[config.mk]
export PLATFORM = sky130hd
export DESIGN_NAME = mesi_snoop_ctrl_flat
export DESIGN_NICKNAME = d
export VERILOG_FILES = /design/src/rtl/mesi_snoop_ctrl_if.sv /design/src/rtl/mesi_snoop_ctrl.sv /design/src/flat_wrapper.sv
export SDC_FILE = /design/constraint.sdc
export NUM_CORES = 1
export LEC_CHECK = 0
export BUFFER_PORTS_ARGS = -buffer_cell sky130_fd_sc_hd__buf_2
export CAP_MARGIN = 25
export CORE_MARGIN = 5
export CORE_UTILIZATION = 50
export CTS_BUF_LIST = sky130_fd_sc_hd__clkbuf_8 sky130_fd_sc_hd__clkbuf_16
export DETAILED_ROUTE_END_ITERATION = 6
export PLACE_DENSITY = 0.75
export REMOVE_ABC_BUFFERS = 1
export SLEW_MARGIN = 5
export SYNTH_ARGS = -nofsm -noshare
export SYNTH_HDL_FRONTEND = slang
export SYNTH_SLANG_ARGS = --single-unit
[constraint.sdc]
create_clock -name clock -period 2.1 [get_ports clock]
set_input_delay 0.105 -clock clock [delete_from_list [all_inputs] [get_ports clock]]
set_output_delay 0.105 -clock clock [all_outputs]
set_load 0.1 [all_outputs]
[src/rtl/mesi_snoop_ctrl_if.sv]
// Snoop bus, receptor, local-write and memory write-back signals.
// slave: controller side; master: bus/receptor/memory side.
interface mesi_snoop_ctrl_if #(
  parameter int LINES  = 4,
  parameter int TAG_W  = 4,
  parameter int DATA_W = 8
);
  localparam int IDX_W = $clog2(LINES);
  localparam int AW    = TAG_W + IDX_W;

  logic              bus_valid;
  logic              bus_ready;
  logic [1:0]        bus_msg;
  logic [AW-1:0]     bus_addr;
  logic              bus_done;
  logic              bus_hit;
  logic              bus_abort;
  logic              rcv_valid;
  logic [1:0]        rcv_estado;
  logic [1:0]        rcv_msg;
  logic [1:0]        rcv_estado_next;
  logic              rcv_wb;
  logic              rcv_abt;
  logic              loc_we;
  logic              loc_ready;
  logic [IDX_W-1:0]  loc_idx;
  logic [TAG_W-1:0]  loc_tag;
  logic [1:0]        loc_estado;
  logic [DATA_W-1:0] loc_data;
  logic              mem_wr_req;
  logic [AW-1:0]     mem_wr_addr;
  logic [DATA_W-1:0] mem_wr_data;
  logic              mem_wr_ack;

  modport slave (
    input  bus_valid, bus_msg, bus_addr,
    output bus_ready, bus_done, bus_hit, bus_abort,
    output rcv_valid, rcv_estado, rcv_msg,
    input  rcv_estado_next, rcv_wb, rcv_abt,
    input  loc_we, loc_idx, loc_tag, loc_estado, loc_data,
    output loc_ready,
    output mem_wr_req, mem_wr_addr, mem_wr_data,
    input  mem_wr_ack
  );

  modport master (
    output bus_valid, bus_msg, bus_addr,
    input  bus_ready, bus_done, bus_hit, bus_abort,
    input  rcv_valid, rcv_estado, rcv_msg,
    output rcv_estado_next, rcv_wb, rcv_abt,
    output loc_we, loc_idx, loc_tag, loc_estado, loc_data,
    input  loc_ready,
    input  mem_wr_req, mem_wr_addr, mem_wr_data,
    output mem_wr_ack
  );
endinterface

[src/rtl/mesi_snoop_ctrl.sv]
// MESI snoop controller: line array, receptor query, write-back.
// Ports: clock, reset_n (async low), sif (mesi_snoop_ctrl_if.slave).
module mesi_snoop_ctrl #(
  parameter int LINES  = 4,
  parameter int TAG_W  = 4,
  parameter int DATA_W = 8
) (
  input logic               clock,
  input logic               reset_n,
  mesi_snoop_ctrl_if.slave  sif
);
  localparam int IDX_W = $clog2(LINES);
  localparam int AW    = TAG_W + IDX_W;
  localparam logic [1:0] ST_I = 2'b11;

  typedef enum logic [1:0] {
    S_IDLE, S_LOOKUP, S_WB, S_DONE
  } state_t;

  state_t r_state, w_next;

  logic [1:0]        r_msg;
  logic [AW-1:0]     r_addr;
  logic [1:0]        r_nxt;
  logic              r_hit;
  logic [TAG_W-1:0]  r_tag  [LINES];
  logic [1:0]        r_st   [LINES];
  logic [DATA_W-1:0] r_data [LINES];

  logic [IDX_W-1:0]  w_idx;
  logic [TAG_W-1:0]  w_tag;
  logic              w_hit;
  logic              w_rel;
  logic              w_wb;

  assign w_idx = r_addr[IDX_W-1:0];
  assign w_tag = r_addr[AW-1:IDX_W];
  assign w_hit = (r_tag[w_idx] == w_tag) &&
                 (r_st[w_idx] != ST_I);
  // rm (01) and wm (11) are the only messages the receptor acts on
  assign w_rel = w_hit & r_msg[0];
  // an abort always needs the line written back first
  assign w_wb  = sif.rcv_wb | sif.rcv_abt;

  always_ff @(posedge clock or negedge reset_n) begin
    if (!reset_n) r_state <= S_IDLE;
    else          r_state <= w_next;
  end

  always_comb begin
    w_next          = r_state;
    sif.bus_ready   = 1'b0;
    sif.loc_ready   = 1'b0;
    sif.bus_done    = 1'b0;
    sif.bus_hit     = 1'b0;
    sif.bus_abort   = 1'b0;
    sif.rcv_valid   = 1'b0;
    sif.rcv_estado  = ST_I;
    sif.rcv_msg     = 2'b00;
    sif.mem_wr_req  = 1'b0;
    sif.mem_wr_addr = '0;
    sif.mem_wr_data = '0;
    case (r_state)
      S_IDLE: begin
        sif.bus_ready = 1'b1;
        sif.loc_ready = 1'b1;
        if (sif.bus_valid) w_next = S_LOOKUP;
      end
      S_LOOKUP: begin
        w_next = S_DONE;
        if (w_rel) begin
          sif.rcv_valid  = 1'b1;
          sif.rcv_estado = r_st[w_idx];
          sif.rcv_msg    = r_msg;
          if (w_wb) w_next = S_WB;
        end
      end
      S_WB: begin
        sif.mem_wr_req  = 1'b1;
        sif.bus_abort   = 1'b1;
        sif.mem_wr_addr = {r_tag[w_idx], w_idx};
        sif.mem_wr_data = r_data[w_idx];
        if (sif.mem_wr_ack) w_next = S_DONE;
      end
      S_DONE: begin
        sif.bus_done = 1'b1;
        sif.bus_hit  = r_hit;
        w_next       = S_IDLE;
      end
    endcase
  end

  always_ff @(posedge clock or negedge reset_n) begin
    if (!reset_n) begin
      r_msg  <= '0;
      r_addr <= '0;
      r_nxt  <= ST_I;
      r_hit  <= 1'b0;
      for (int i = 0; i < LINES; i++) begin
        r_tag[i]  <= '0;
        r_st[i]   <= ST_I;
        r_data[i] <= '0;
      end
    end else begin
      case (r_state)
        S_IDLE: begin
          if (sif.bus_valid) begin
            r_msg  <= sif.bus_msg;
            r_addr <= sif.bus_addr;
          end
          if (sif.loc_we) begin
            r_tag[sif.loc_idx]  <= sif.loc_tag;
            r_st[sif.loc_idx]   <= sif.loc_estado;
            r_data[sif.loc_idx] <= sif.loc_data;
          end
        end
        S_LOOKUP: begin
          r_hit <= w_hit;
          if (w_rel) begin
            if (w_wb) r_nxt <= sif.rcv_estado_next;
            else      r_st[w_idx] <= sif.rcv_estado_next;
          end
        end
        S_WB: begin
          if (sif.mem_wr_ack) r_st[w_idx] <= r_nxt;
        end
        default: ;
      endcase
    end
  end
endmodule

[src/flat_wrapper.sv]
// flat-port wrapper written by rule: the top's interface ports become plain ports
module mesi_snoop_ctrl_flat 
#(
  parameter int LINES  = 4,
  parameter int TAG_W  = 4,
  parameter int DATA_W = 8
)
  (clock, reset_n, sif_bus_valid, sif_bus_msg, sif_bus_addr, sif_bus_ready, sif_bus_done, sif_bus_hit, sif_bus_abort, sif_rcv_valid, sif_rcv_estado, sif_rcv_msg, sif_rcv_estado_next, sif_rcv_wb, sif_rcv_abt, sif_loc_we, sif_loc_idx, sif_loc_tag, sif_loc_estado, sif_loc_data, sif_loc_ready, sif_mem_wr_req, sif_mem_wr_addr, sif_mem_wr_data, sif_mem_wr_ack);
  mesi_snoop_ctrl_if #(.LINES(LINES), .TAG_W(TAG_W), .DATA_W(DATA_W)) sif_i ();
  input logic clock;
  input logic reset_n;
  input wire logic [$bits(sif_i.bus_valid)-1:0] sif_bus_valid;
  input wire logic [$bits(sif_i.bus_msg)-1:0] sif_bus_msg;
  input wire logic [$bits(sif_i.bus_addr)-1:0] sif_bus_addr;
  output wire logic [$bits(sif_i.bus_ready)-1:0] sif_bus_ready;
  output wire logic [$bits(sif_i.bus_done)-1:0] sif_bus_done;
  output wire logic [$bits(sif_i.bus_hit)-1:0] sif_bus_hit;
  output wire logic [$bits(sif_i.bus_abort)-1:0] sif_bus_abort;
  output wire logic [$bits(sif_i.rcv_valid)-1:0] sif_rcv_valid;
  output wire logic [$bits(sif_i.rcv_estado)-1:0] sif_rcv_estado;
  output wire logic [$bits(sif_i.rcv_msg)-1:0] sif_rcv_msg;
  input wire logic [$bits(sif_i.rcv_estado_next)-1:0] sif_rcv_estado_next;
  input wire logic [$bits(sif_i.rcv_wb)-1:0] sif_rcv_wb;
  input wire logic [$bits(sif_i.rcv_abt)-1:0] sif_rcv_abt;
  input wire logic [$bits(sif_i.loc_we)-1:0] sif_loc_we;
  input wire logic [$bits(sif_i.loc_idx)-1:0] sif_loc_idx;
  input wire logic [$bits(sif_i.loc_tag)-1:0] sif_loc_tag;
  input wire logic [$bits(sif_i.loc_estado)-1:0] sif_loc_estado;
  input wire logic [$bits(sif_i.loc_data)-1:0] sif_loc_data;
  output wire logic [$bits(sif_i.loc_ready)-1:0] sif_loc_ready;
  output wire logic [$bits(sif_i.mem_wr_req)-1:0] sif_mem_wr_req;
  output wire logic [$bits(sif_i.mem_wr_addr)-1:0] sif_mem_wr_addr;
  output wire logic [$bits(sif_i.mem_wr_data)-1:0] sif_mem_wr_data;
  input wire logic [$bits(sif_i.mem_wr_ack)-1:0] sif_mem_wr_ack;
  assign sif_i.bus_valid = sif_bus_valid;
  assign sif_i.bus_msg = sif_bus_msg;
  assign sif_i.bus_addr = sif_bus_addr;
  assign sif_bus_ready = sif_i.bus_ready;
  assign sif_bus_done = sif_i.bus_done;
  assign sif_bus_hit = sif_i.bus_hit;
  assign sif_bus_abort = sif_i.bus_abort;
  assign sif_rcv_valid = sif_i.rcv_valid;
  assign sif_rcv_estado = sif_i.rcv_estado;
  assign sif_rcv_msg = sif_i.rcv_msg;
  assign sif_i.rcv_estado_next = sif_rcv_estado_next;
  assign sif_i.rcv_wb = sif_rcv_wb;
  assign sif_i.rcv_abt = sif_rcv_abt;
  assign sif_i.loc_we = sif_loc_we;
  assign sif_i.loc_idx = sif_loc_idx;
  assign sif_i.loc_tag = sif_loc_tag;
  assign sif_i.loc_estado = sif_loc_estado;
  assign sif_i.loc_data = sif_loc_data;
  assign sif_loc_ready = sif_i.loc_ready;
  assign sif_mem_wr_req = sif_i.mem_wr_req;
  assign sif_mem_wr_addr = sif_i.mem_wr_addr;
  assign sif_mem_wr_data = sif_i.mem_wr_data;
  assign sif_i.mem_wr_ack = sif_mem_wr_ack;
  mesi_snoop_ctrl #(.LINES(LINES), .TAG_W(TAG_W), .DATA_W(DATA_W)) u_core (.clock(clock), .reset_n(reset_n), .sif(sif_i));
endmodule
==> summary.md, run 1 <==
| Metric | Value |
|---|---|
| Rel. slew slack | 68.9% |
| Die width | 95.5 um |
| Final Cell Area | 0.00484 mm2 |
| Largest net degree at the start of global routing | 35 |
| Initial antenna violation count | 0 |
| Max frequency | 411 MHz |
| CTS H-tree lvls | 3 |
| R2R setup slack | -0.22 ns |
| Post-Syn Area per Cell | 12.8 um2 |
| Synth Instances | 286 |
| Chip height | 95.5 um |
| Area Overhead vs Synth | 32.4% |
| Reg clk slew, reported paths | 0.08 ns |
| Largest family of logic cells by synthesized area | multiplexers |
| R2r worst-path depth | 7 |
| Most frequent cells in the layout | dfrtp_1 (59), mux2_2 (57), buf_2 (38), buf_4 (23), buf_12 (15) |
| Hold Path Cell Cnt | 2 |
| Register bit total from synthesis | 69 |
| Post-Place Cell Area | 0.00425 mm2 |
| Vias | 2718 |
| DP Worst Slack | -0.192 ns |
| Clock insertion delay at the later pin of the skew report | 0.35 ns |
| Worst EP arrival | 2.33 ns |
| Clk sink count | 69 |
| I/O pins | 58 |
| XOR/XNOR Fraction of Synth Area | 1.81% |
| Min-Delay Startpoint | sif_rcv_estado_next[1] |
| Total GRT Usage | 21.6% |
| Setup violators final | 15 |
| Port bufs | 57 |
| Mapped cell area | 0.00366 mm2 |
| Antenna Violating Nets Remaining | 0 |
| Violations in the final reports | negative setup slack |
| # rows | 31 |
| First-pass GRT wire length | 14900 um |
| Crit. End Element | primary output |
| Residual DRC count | 0 |
| Max cap viols | 0 |
| Die Area | 0.00912 mm2 |
| Share of layout cells above drive strength 1 | 54.1% |
| Post-Synth Simple-Gate Area | 10.8% |
| Post-synthesis compound-gate area fraction | 8.28% |
| RSZ-0062 raised after global routing | yes |
| Worst hold path class | in2reg |
| Antenna Cells | 0 |
| Outcome | finished, violations left |
| Async set or reset register ratio after synthesis | 100% |
| Clock Path Buffers | 2 |
| Mean routed wirelength per cell | 18.4 um |
| Commonest non-fill, non-tap cell in the layout | dfrtp_1 |
| Top_reg_cell synth | dfrtp_1 |
| Fin. max-slew vios | 0 |
| CP Class | reg2out |
| Post-route setup slack | -0.333 ns |
| Tcrit/Tclk final | 116% |
| Worst-Margin Slew | 0.454 ns |
| WP data required | 2.00 ns |
| Drt pass-1 iters | 4 |
| Reg-to-reg critical path endpoint | u_core.r_nxt[1] |
| Adder-cell share of the synthesized area | 1.37% |
| Worst VDD drop | 0.00122 V |
| Total routed wirelength | 8840 um |
| Multiplexer share of the synthesized area | 27.3% |
| Total CTS buffers | 9 |
| Total core area | 0.00718 mm2 |
| CP Launch Type | register |
| R2r startpoint | u_core.r_addr[0] |
| YS warnings | 0 |
| Post-synthesis sequential area ratio | 47.6% |
| Avg Vias per Cell | 5.66 |
| HPWL Detailed | 6270 um |
| Root cell of the clock tree | clkbuf_8 |
| Final Wtd Congestion | 0.922 |
| WHS Endpoint | u_core.r_nxt[1] |
| Final Hold Vio Count | 0 |
| # fillers | 517 |
| Nets@finish | 413 |
| Pwr dens | 1910 mW/mm2 |
| EDFF count, synth | 0 |
| Vias in the first global route | 2924 |
| Unique masters post-synth | 43 |
| CP max FO | 5 |
| CTS tree | built |
| Pleak | 2.10 nW |
| Aggregate global routing overflow | 0 |
| Starting Density | 51.0% |
| Post-Route Skew | 0.00640 ns |
| Final setup TNS | -2.77 ns |
| 1st-iter DRT viols | 168 |
| Post-route minimum period | 2.43 ns |
==> worst max path at each step <==
stage | from | endpoint | cells past startpoint
floorplan | u_core.r_addr[0] | sif_rcv_estado[0] | 5
global placement | u_core.r_addr[0] | sif_rcv_msg[1] | 8
detailed placement | u_core.r_addr[0] | sif_rcv_msg[1] | 8
CTS | u_core.r_addr[0] | sif_rcv_msg[1] | 8
global route | u_core.r_addr[0] | sif_rcv_msg[1] | 8
finish | u_core.r_addr[0] | sif_rcv_msg[1] | 8
==> repair_timing <==
item                                   CTS  global route
endpoints found under the hold margin   22             0
gates resized for setup                 26            47
hold buffers                            10             0
setup buffers                            3             2
pin swaps                               11             5
setup endpoints to repair               24            29
==> power by group <==
part | total [mW] | switching [mW] | internal [mW]
Clock | 1.27 | 0.556 | 0.712
Sequential | 2.45 | 0.430 | 2.02
Combinational | 5.53 | 3.07 | 2.47
==> layer usage <==
metal / track usage, % / routed length [um]
met3: 4.89 / 506
met4: 7.94 / 176
met1: 28.1 / 3760
met5: 0 / 0
met2: 35.5 / 4390
==> registers in the layout, summed over array words and instances (netlist names) <==
| name | cells |
|---|---|
| u_core.r_addr | 6 |
| u_core.r_data | 32 |
| u_core.r_hit | 1 |
| u_core.r_msg | 2 |
| u_core.r_nxt | 2 |
| u_core.r_st | 8 |
| u_core.r_state | 2 |
| u_core.r_tag | 16 |
==> area by class of cell <==
cell class | count | area, um2 | share of cell area, %
well taps | 99 | 124 | 2.56
inverters | 7 | 26.3 | 0.543
flip-flops and latches | 69 | 1740 | 35.9
clock inverters | 6 | 93.8 | 1.94
clock buffers | 10 | 138 | 2.84
multi-input cells | 194 | 1860 | 38.4
repair buffers | 95 | 861 | 17.8
==> worst max-delay path, stage by stage, from the launching register on <==
cell	delay, ns
dfrtp_1	0.40
buf_6	0.14
mux4_2	0.54
xnor2_2	0.21
nand3_4	0.10
nor3_2	0.11
buf_4	0.16
and2_4	0.15
buf_12	0.16
==> through the flow <==
stage / total power, mW / hold WS [ns] / instances / util, %
global route: 9.78 / 0.0132 / 480 / 67.5
CTS: 8.83 / 0.0104 / 478 / 65.1
finish: 9.25 / 0.0183 / 480 / 67.5
detailed placement: 7.26 / 0.101 / 449 / 59.2
global placement: 7.08 / 0.0873 / 449 / 59.2
floorplan: 5.96 / -0.191 / 270 / -
==> cells in the mapped netlist (7+ instances only) <==
cell type  number  share of area [%]
nor2_1         10                1.0
clkbuf_1        7               0.72
dfstp_2        10                7.2
nand2_1         8               0.82
mux2_2         57                 18
o21ai_0         9                1.2
and2_1         17                2.9
inv_1           7               0.72
mux4_2          9                5.5
dfrtp_1        59                 40
a21oi_1        11                1.5
==> kinds of logic after synthesis <==
| logic type | count (synthesis) |
|---|---|
| xor+xnor | 5 |
| flops | 69 |
| buf+inv | 23 |
| simple gates | 67 |
| mux | 73 |
| compound gates | 45 |
| fa+ha+maj | 4 |
No activity file was read; power rests on OpenSTA's default activity.
==> run 2: changes to the inputs <==
ABC_CLOCK_PERIOD_IN_PS = 2100   (was unset)
CTS_BUF_LIST = sky130_fd_sc_hd__clkbuf_4   (was sky130_fd_sc_hd__clkbuf_8 sky130_fd_sc_hd__clkbuf_16)
==> run 2 against run 1 <==
  * The flow still finishes with violations (negative setup slack)
  * Utilization grew 2.2 points
  * Highest routed layer unchanged
  * Final cell count is 3.8% higher
  * Combinational power grew 6.3%
  * Critical path type unchanged
  * Die area stayed put
  * Sequential cell count stayed put
  * Sequential share of layout area decreased by 1.1 points
==> summary.md, run 2 (same netlist as run 1, synthesis figures left out) <==
| Metric | Value |
|---|---|
| # rows | 31 (unchanged) |
| Violations in the final reports | negative setup slack |
| Port bufs | 57 (unchanged) |
| Sw Ratio | 44.5% (+0.69 points) |
| RSZ-0062 raised after global routing | yes |
| Antenna Violating Nets Remaining | 0 (unchanged) |
| Total routed wirelength | 9150 um (+3.5%) |
| Total core area | 0.00718 mm2 (unchanged) |
| Post-route insts no fill | 498 (+3.8%) |
| Setup violators final | 26 (+11) |
| CTS tree | built |
| Global-route met3 utilization | 4.26% (-0.63 points) |
| CP Launch Type | register |
| Vias | 2830 (+4.1%) |
| Pwr dens | 1870 mW/mm2 (-2.1%) |
| Drt pass-1 iters | 4 (unchanged) |
| Worst EP arrival | 2.43 ns (+0.10 ns) |
| Reg clk slew, reported paths | 0.12 ns (+0.04 ns) |
| First-pass GRT wire length | 15200 um (+1.8%) |
| Die Area | 0.00912 mm2 (unchanged) |
| 1st-iter DRT viols | 142 (-15%) |
| Chip height | 95.5 um (unchanged) |
| Top reg by flops | u_core.r_data |
| Post-route minimum period | 2.53 ns (+0.0994 ns) |
| Clock Path Buffers | 2 (unchanged) |
| Clock insertion delay at the later pin of the skew report | 0.41 ns (+0.06 ns) |
| Outcome | finished, violations left |
| Max frequency | 395 MHz (-3.9%) |
| Share of layout cells above drive strength 1 | 52.6% (-1.4 points) |
| Fin. max-slew vios | 0 (unchanged) |
| Cells after DPL | 449 (unchanged) |
| Busiest grt layer | met2 |
| DP Worst Slack | -0.192 ns (unchanged) |
| Crit. End Element | primary output |
| Final Hold Vio Count | 0 (unchanged) |
| Post-route setup slack | -0.432 ns (-0.0994 ns) |
| Combinational Power Share | 62.9% (+3.1 points) |
| Starting Density | 51.0% (unchanged) |
| Avg Vias per Cell | 5.68 (+0.36%) |
| Tcrit/Tclk final | 121% (+4.7 points) |
| P_sw | 4.16 mW (+2.7%) |
| CP max FO | 5 (unchanged) |
| Largest register FFs | 32 (unchanged) |
| Total CTS buffers | 9 (unchanged) |
| R2r startpoint | u_core.r_addr[0] |
| Seq pwr share | 26.3% (-0.2 points) |
| Mean routed wirelength per cell | 18.4 um (-0.21%) |
| Largest net degree at the start of global routing | 35 (unchanged) |
| Antenna Cells | 0 (unchanged) |
| CP Class | reg2out |
| Vias in the first global route | 3006 (+2.8%) |
| R2r worst-path depth | 8 (+1) |
| Commonest non-fill, non-tap cell in the layout | dfrtp_1 |
| Worst VDD drop | 0.00112 V (-8.4%) |
| Max cap viols | 0 (unchanged) |
| Grt met1 use | 28.0% (-0.14 points) |
| Die width | 95.5 um (unchanged) |
| I/O pins | 58 (unchanged) |
| Residual DRC count | 0 (unchanged) |
| Reg-to-reg critical path endpoint | u_core.r_nxt[0] |
| R2R setup slack | -0.40 ns (-0.18 ns) |
| Total GRT Usage | 21.9% (+0.27 points) |
| Post-Route Skew | 0.0146 ns (+0.00819 ns) |
| GR Util met2 | 37.0% (+1.5 points) |
| Initial antenna violation count | 0 (unchanged) |
| Biggest regs | u_core.r_data (32), u_core.r_tag (16), u_core.r_st (8) |
| CTS H-tree lvls | 3 (unchanged) |
| CP startpoint | u_core.r_addr[0] |
| Root cell of the clock tree | clkbuf_4 |
| Nets@finish | 431 (+4.4%) |
| Most frequent cells in the layout | dfrtp_1 (59), mux2_2 (57), buf_2 (36), buf_4 (24), dlygate4sd3_1 (23) |
| Area Overhead vs Synth | 36.7% |
| Clk sink count | 69 (unchanged) |
| Pleak | 2.17 nW (+3.2%) |
| WP data required | 2.00 ns (about the same) |
| # fillers | 483 (-6.6%) |
| Final Wtd Congestion | 0.922 (unchanged) |
| Clock network fraction of total power | 10.8% (-2.9 points) |
| Worst hold path class | in2reg |
| Worst-Margin Slew | 0.493 ns (+0.0388 ns) |
| Internal cell power | 5.18 mW (-0.17%) |
| HPWL Detailed | 6270 um (unchanged) |
| Rel. slew slack | 67.1% (-1.8 points) |
| Worst hold slack | 0.0970 ns (+0.0787 ns) |
| CP endpoint | sif_rcv_msg[1] |
| Aggregate global routing overflow | 0 (unchanged) |
| Post-layout util | 69.6% (+2.2 points) |
==> run 2: cell types whose count changed in the layout (fill, tap and decap cells not counted), moves of 2 or more <==
cell	change
buf_2	-2
buf_6	+5
dlygate4sd3_1	+13
clkbuf_8	-10
clkbuf_4	+9
==> run 2: worst min path at each step <==
stage / start / endpoint / slack (ns) / depth (start not counted)
3_3_place_gp: reset_n / u_core.r_data[15] / 0.09 / 1
3_5_place_dp: reset_n / u_core.r_data[7] / 0.10 / 1
6_report: sif_bus_valid / u_core.r_state[1] / 0.1 / 5
5_1_grt: sif_loc_idx[1] / u_core.r_st[1] / 0.12 / 3
4_1_cts: sif_loc_idx[1] / u_core.r_st[1] / 0.06 / 3
2_1_floorplan: reset_n / u_core.r_addr[0] / -0.19 / 0
==> run 2: layout make-up <==
cell class | count | area [um2] | area share [%]
repair buffers | 113 | 1060 | 21.3
inverters | 7 | 26.3 | 0.526
clock buffers | 9 | 67.6 | 1.35
flip-flops and latches | 69 | 1740 | 34.8
multi-input cells | 194 | 1880 | 37.6
clock inverters | 7 | 97.6 | 1.95
well taps | 99 | 124 | 2.48
==> run 2: worst max-delay path, stage by stage, from the launching register on <==
cell	delay (ns)
dfrtp_1	0.42
buf_6	0.14
mux4_2	0.57
xnor2_4	0.22
nand3_4	0.10
nor3_4	0.13
buf_6	0.13
and2_4	0.14
buf_12	0.16
==> run 2: timing repair <==
action,CTS,global route
setup endpoints to repair,27,30
hold buffers,23,0
pin swaps,11,8
buffers inserted,3,7
endpoints found under the hold margin,77,0
resized for setup,47,36
==> run 2: power groups by stage <==
stage	Combinational, mW	Sequential (mW)	Clock, mW
2_1_floorplan	3.59	2.37	0
3_3_place_gp	4.68	2.41	0
3_5_place_dp	4.81	2.45	0
4_1_cts	5.30	2.43	1.03
5_1_grt	6.24	2.53	1.10
6_report	5.88	2.46	1.01
==> run 2: layer usage <==
metal  vias to the layer above  wire (um)
met5                         -          0
met4                         0        135
met3                        15        551
met2                       102       4590
met1                      1437       3870
li1                       1276          -
==> run 2: per-stage QoR <==
stage	total power [mW]	setup TNS, ns	instance area [um2]
after floorplan	5.96	-127.19	3580
after CTS	8.75	-4.71	4800
after global routing	9.86	-8.25	5000
after detailed placement	7.26	-1.59	4250
after global placement	7.08	-0.736	4250
final	9.34	-5.67	5000
==> run 3: changes to the inputs <==
BUFFER_PORTS_ARGS = unset   (was -buffer_cell sky130_fd_sc_hd__buf_2)
DONT_BUFFER_PORTS = 1   (was unset)
PLACE_DENSITY = 0.68   (was 0.75)
==> run 3 against run 2 <==
  * Final area down 0.50%
  * Critical endpoint is now sif_rcv_estado[0]
  * Power up 0.34%
  * Combinational power up 2%
  * The run still ends with negative setup slack left
  * Largest power group unchanged
==> summary.md, run 3 (same netlist as run 1, synthesis figures left out) <==
| Metric | Value |
|---|---|
| Fin. max-slew vios | 0 (unchanged) |
| Worst-Margin Slew | 0.546 ns (+0.0532 ns) |
| Final Wtd Congestion | 0.849 (-8.0%) |
| Vias | 2715 (-4.1%) |
| Rel. slew slack | 63.9% (-3.3 points) |
| Nets@finish | 407 (-5.6%) |
| Post-layout util | 69.3% (-0.35 points) |
| # rows | 31 (unchanged) |
| Root cell of the clock tree | clkbuf_4 |
| Vias in the first global route | 2855 (-5.0%) |
| Share of layout cells above drive strength 1 | 50.4% (-2.2 points) |
| Internal cell power | 5.28 mW (+1.9%) |
| Post-route setup slack | -0.432 ns (+0.0000220 ns) |
| Clk sink count | 69 (unchanged) |
| Clock Path Buffers | 2 (unchanged) |
| Register area | 0.00174 mm2 (+0.14%) |
| Clock network fraction of total power | 10.3% (-0.5 points) |
| Antenna Cells | 0 (unchanged) |
| Aggregate global routing overflow | 0 (unchanged) |
| Worst EP arrival | 2.43 ns (about the same) |
| Total GRT Usage | 21.1% (-0.81 points) |
| Tcrit/Tclk final | 121% (about the same) |
| # fillers | 508 (+5.2%) |
| RSZ-0062 raised after global routing | yes |
| Residual DRC count | 0 (unchanged) |
| Total core area | 0.00718 mm2 (unchanged) |
| CP max FO | 5 (unchanged) |
| Max cap viols | 0 (unchanged) |
| Post-Route Skew | 0.0185 ns (+0.00391 ns) |
| Initial antenna violation count | 0 (unchanged) |
| Drt pass-1 iters | 4 (unchanged) |
| Combinational Power Share | 63.7% (+0.8 points) |
| Die width | 95.5 um (unchanged) |
| Max incr delay on CP | 0.54 ns (-0.03 ns) |
| Port bufs | 0 (-100%) |
| Largest net degree at the start of global routing | 70 (+100%) |
| HPWL Detailed | 6080 um (-3.1%) |
| Violations in the final reports | negative setup slack |
| CTS H-tree lvls | 3 (unchanged) |
| Mean routed wirelength per cell | 18.7 um (+1.5%) |
| I/O pins | 58 (unchanged) |
| CP Class | reg2out |
| Top reg by flops | u_core.r_data |
| Post-route minimum period | 2.53 ns (-0.0000220 ns) |
| Sw Ratio | 43.6% (-0.87 points) |
| Final setup TNS | -3.72 ns (+1.94 ns) |
| Top cell by count, worst path | buf_6 |
| First-pass GRT wire length | 14500 um (-4.3%) |
| Critical path, cell by cell | buf_6, mux4_2, xnor2_2, nand2_2, nor3_4, buf_6, nand2b_4, buf_12 |
| Crit. End Element | primary output |
| Max frequency | 395 MHz (about the same) |
| Slowest-stage cell, CP | mux4_2 |
| Antenna Violating Nets Remaining | 0 (unchanged) |
| Total routed wirelength | 8840 um (-3.3%) |
| Reg clk slew, reported paths | 0.12 ns (about the same) |
| Die Area | 0.00912 mm2 (unchanged) |
| CP Launch Type | register |
| Final Hold Vio Count | 0 (unchanged) |
| Pwr dens | 1890 mW/mm2 (+0.84%) |
| Starting Density | 51.0% (unchanged) |
| Clock insertion delay at the later pin of the skew report | 0.40 ns (about the same) |
| Most frequent cells in the layout | mux2_2 (57), dfrtp_1 (57), buf_4 (34), dlygate4sd3_1 (26), buf_12 (16) |
| Outcome | finished, violations left |
| Worst hold path class | in2reg |
| Pleak | 2.09 nW (-3.6%) |
| Biggest regs | u_core.r_data (32), u_core.r_tag (16), u_core.r_st (8) |
| P_sw | 4.09 mW (-1.6%) |
| Worst VDD drop | 0.00101 V (-10%) |
| Largest register FFs | 32 (unchanged) |
| CTS tree | built |
| WP data required | 2.00 ns (about the same) |
| Total CTS buffers | 9 (unchanged) |
| Multi-input gate area | 0.00189 mm2 (+0.60%) |
| Avg Vias per Cell | 5.73 (+0.79%) |
| Chip height | 95.5 um (unchanged) |
| Setup violators final | 21 (-19%) |
| Seq pwr share | 26.0% (-0.3 points) |
| Area Overhead vs Synth | 36.0% |
| 1st-iter DRT viols | 152 (+7.0%) |
==> run 3: cell types whose count changed in the layout (fill, tap and decap cells not counted), moves of 3 or more <==
cell | previous run | this run
and2_4 | 10 | 6
dlygate4sd3_1 | 23 | 26
buf_4 | 24 | 34
buf_2 | 36 | 0
and2_1 | 7 | 11
==> run 3: area by class of cell <==
type,instances,area share [%]
multi-input cells,194,38.0
flip-flops and latches,69,35.0
repair buffers,89,20.6
well taps,99,2.49
clock inverters,7,1.96
clock buffers,9,1.36
inverters,7,0.528
==> run 3: worst paths after layout <==
kind,start,to,slack (ns),cells past startpoint
min in group asynchronous,reset_n,u_core.r_data[7],0.23,2
max in group asynchronous,reset_n,u_core.r_st[4],1.53,2
min,sif_loc_estado[1],u_core.r_st[7],0.12,3
min reg2reg,u_core.r_st[0],u_core.r_st[0],0.49,2
max,u_core.r_addr[0],sif_rcv_estado[0],-0.43,8
max reg2reg,u_core.r_addr[0],u_core.r_nxt[1],-0.25,7
==> run 3: what timing repair did <==
| item | in CTS | in global routing |
|---|---|---|
| setup buffers | 6 | 4 |
| hold endpoints to repair | 132 | 0 |
| pin swaps | 9 | 2 |
| resized for setup | 36 | 5 |
| endpoints found under the setup margin | 21 | 29 |
| hold buffers | 27 | 0 |
==> run 3: stage by stage <==
stage	cell area (um2)	setup slack, ns	hold slack, ns	total power [mW]	std cells
3_5_place_dp	4320	-0.174	-0.185	7.65	422
5_1_grt	4970	-0.553	0.0828	9.89	474
3_3_place_gp	4320	-0.125	-0.187	7.54	422
2_1_floorplan	3580	-6.13	-0.191	5.96	270
6_report	4970	-0.432	0.124	9.38	474
4_1_cts	4930	-0.468	0.0652	9.25	471
==> run 3: metal layers <==
layer | vias to the layer above | global-route usage (%) | wire [um]
met1 | 1380 | 26.3 | 3720
met5 | - | 0 | 0
met2 | 93 | 35.9 | 4540
li1 | 1232 | - | -
met4 | 0 | 6.64 | 112
met3 | 10 | 5.45 | 468
==> run 3: power groups by stage <==
stage / clock, mW / combinational, mW / sequential, mW
global placement: 0 / 5.14 / 2.40
floorplan: 0 / 3.59 / 2.37
detailed placement: 0 / 5.23 / 2.43
CTS: 1.00 / 5.82 / 2.43
finish: 0.968 / 5.97 / 2.44
global route: 1.07 / 6.32 / 2.51
==> run 3: worst max-delay path: cells and delay by family (launching register included) <==
| kind | cells | cell delay [ns] |
|---|---|---|
| muxes | 1 | 0.54 |
| and+or+nand+nor | 3 | 0.40 |
| DFF | 1 | 0.45 |
| buffers and inverters | 3 | 0.42 |
| xor gates and xnor gates | 1 | 0.21 |
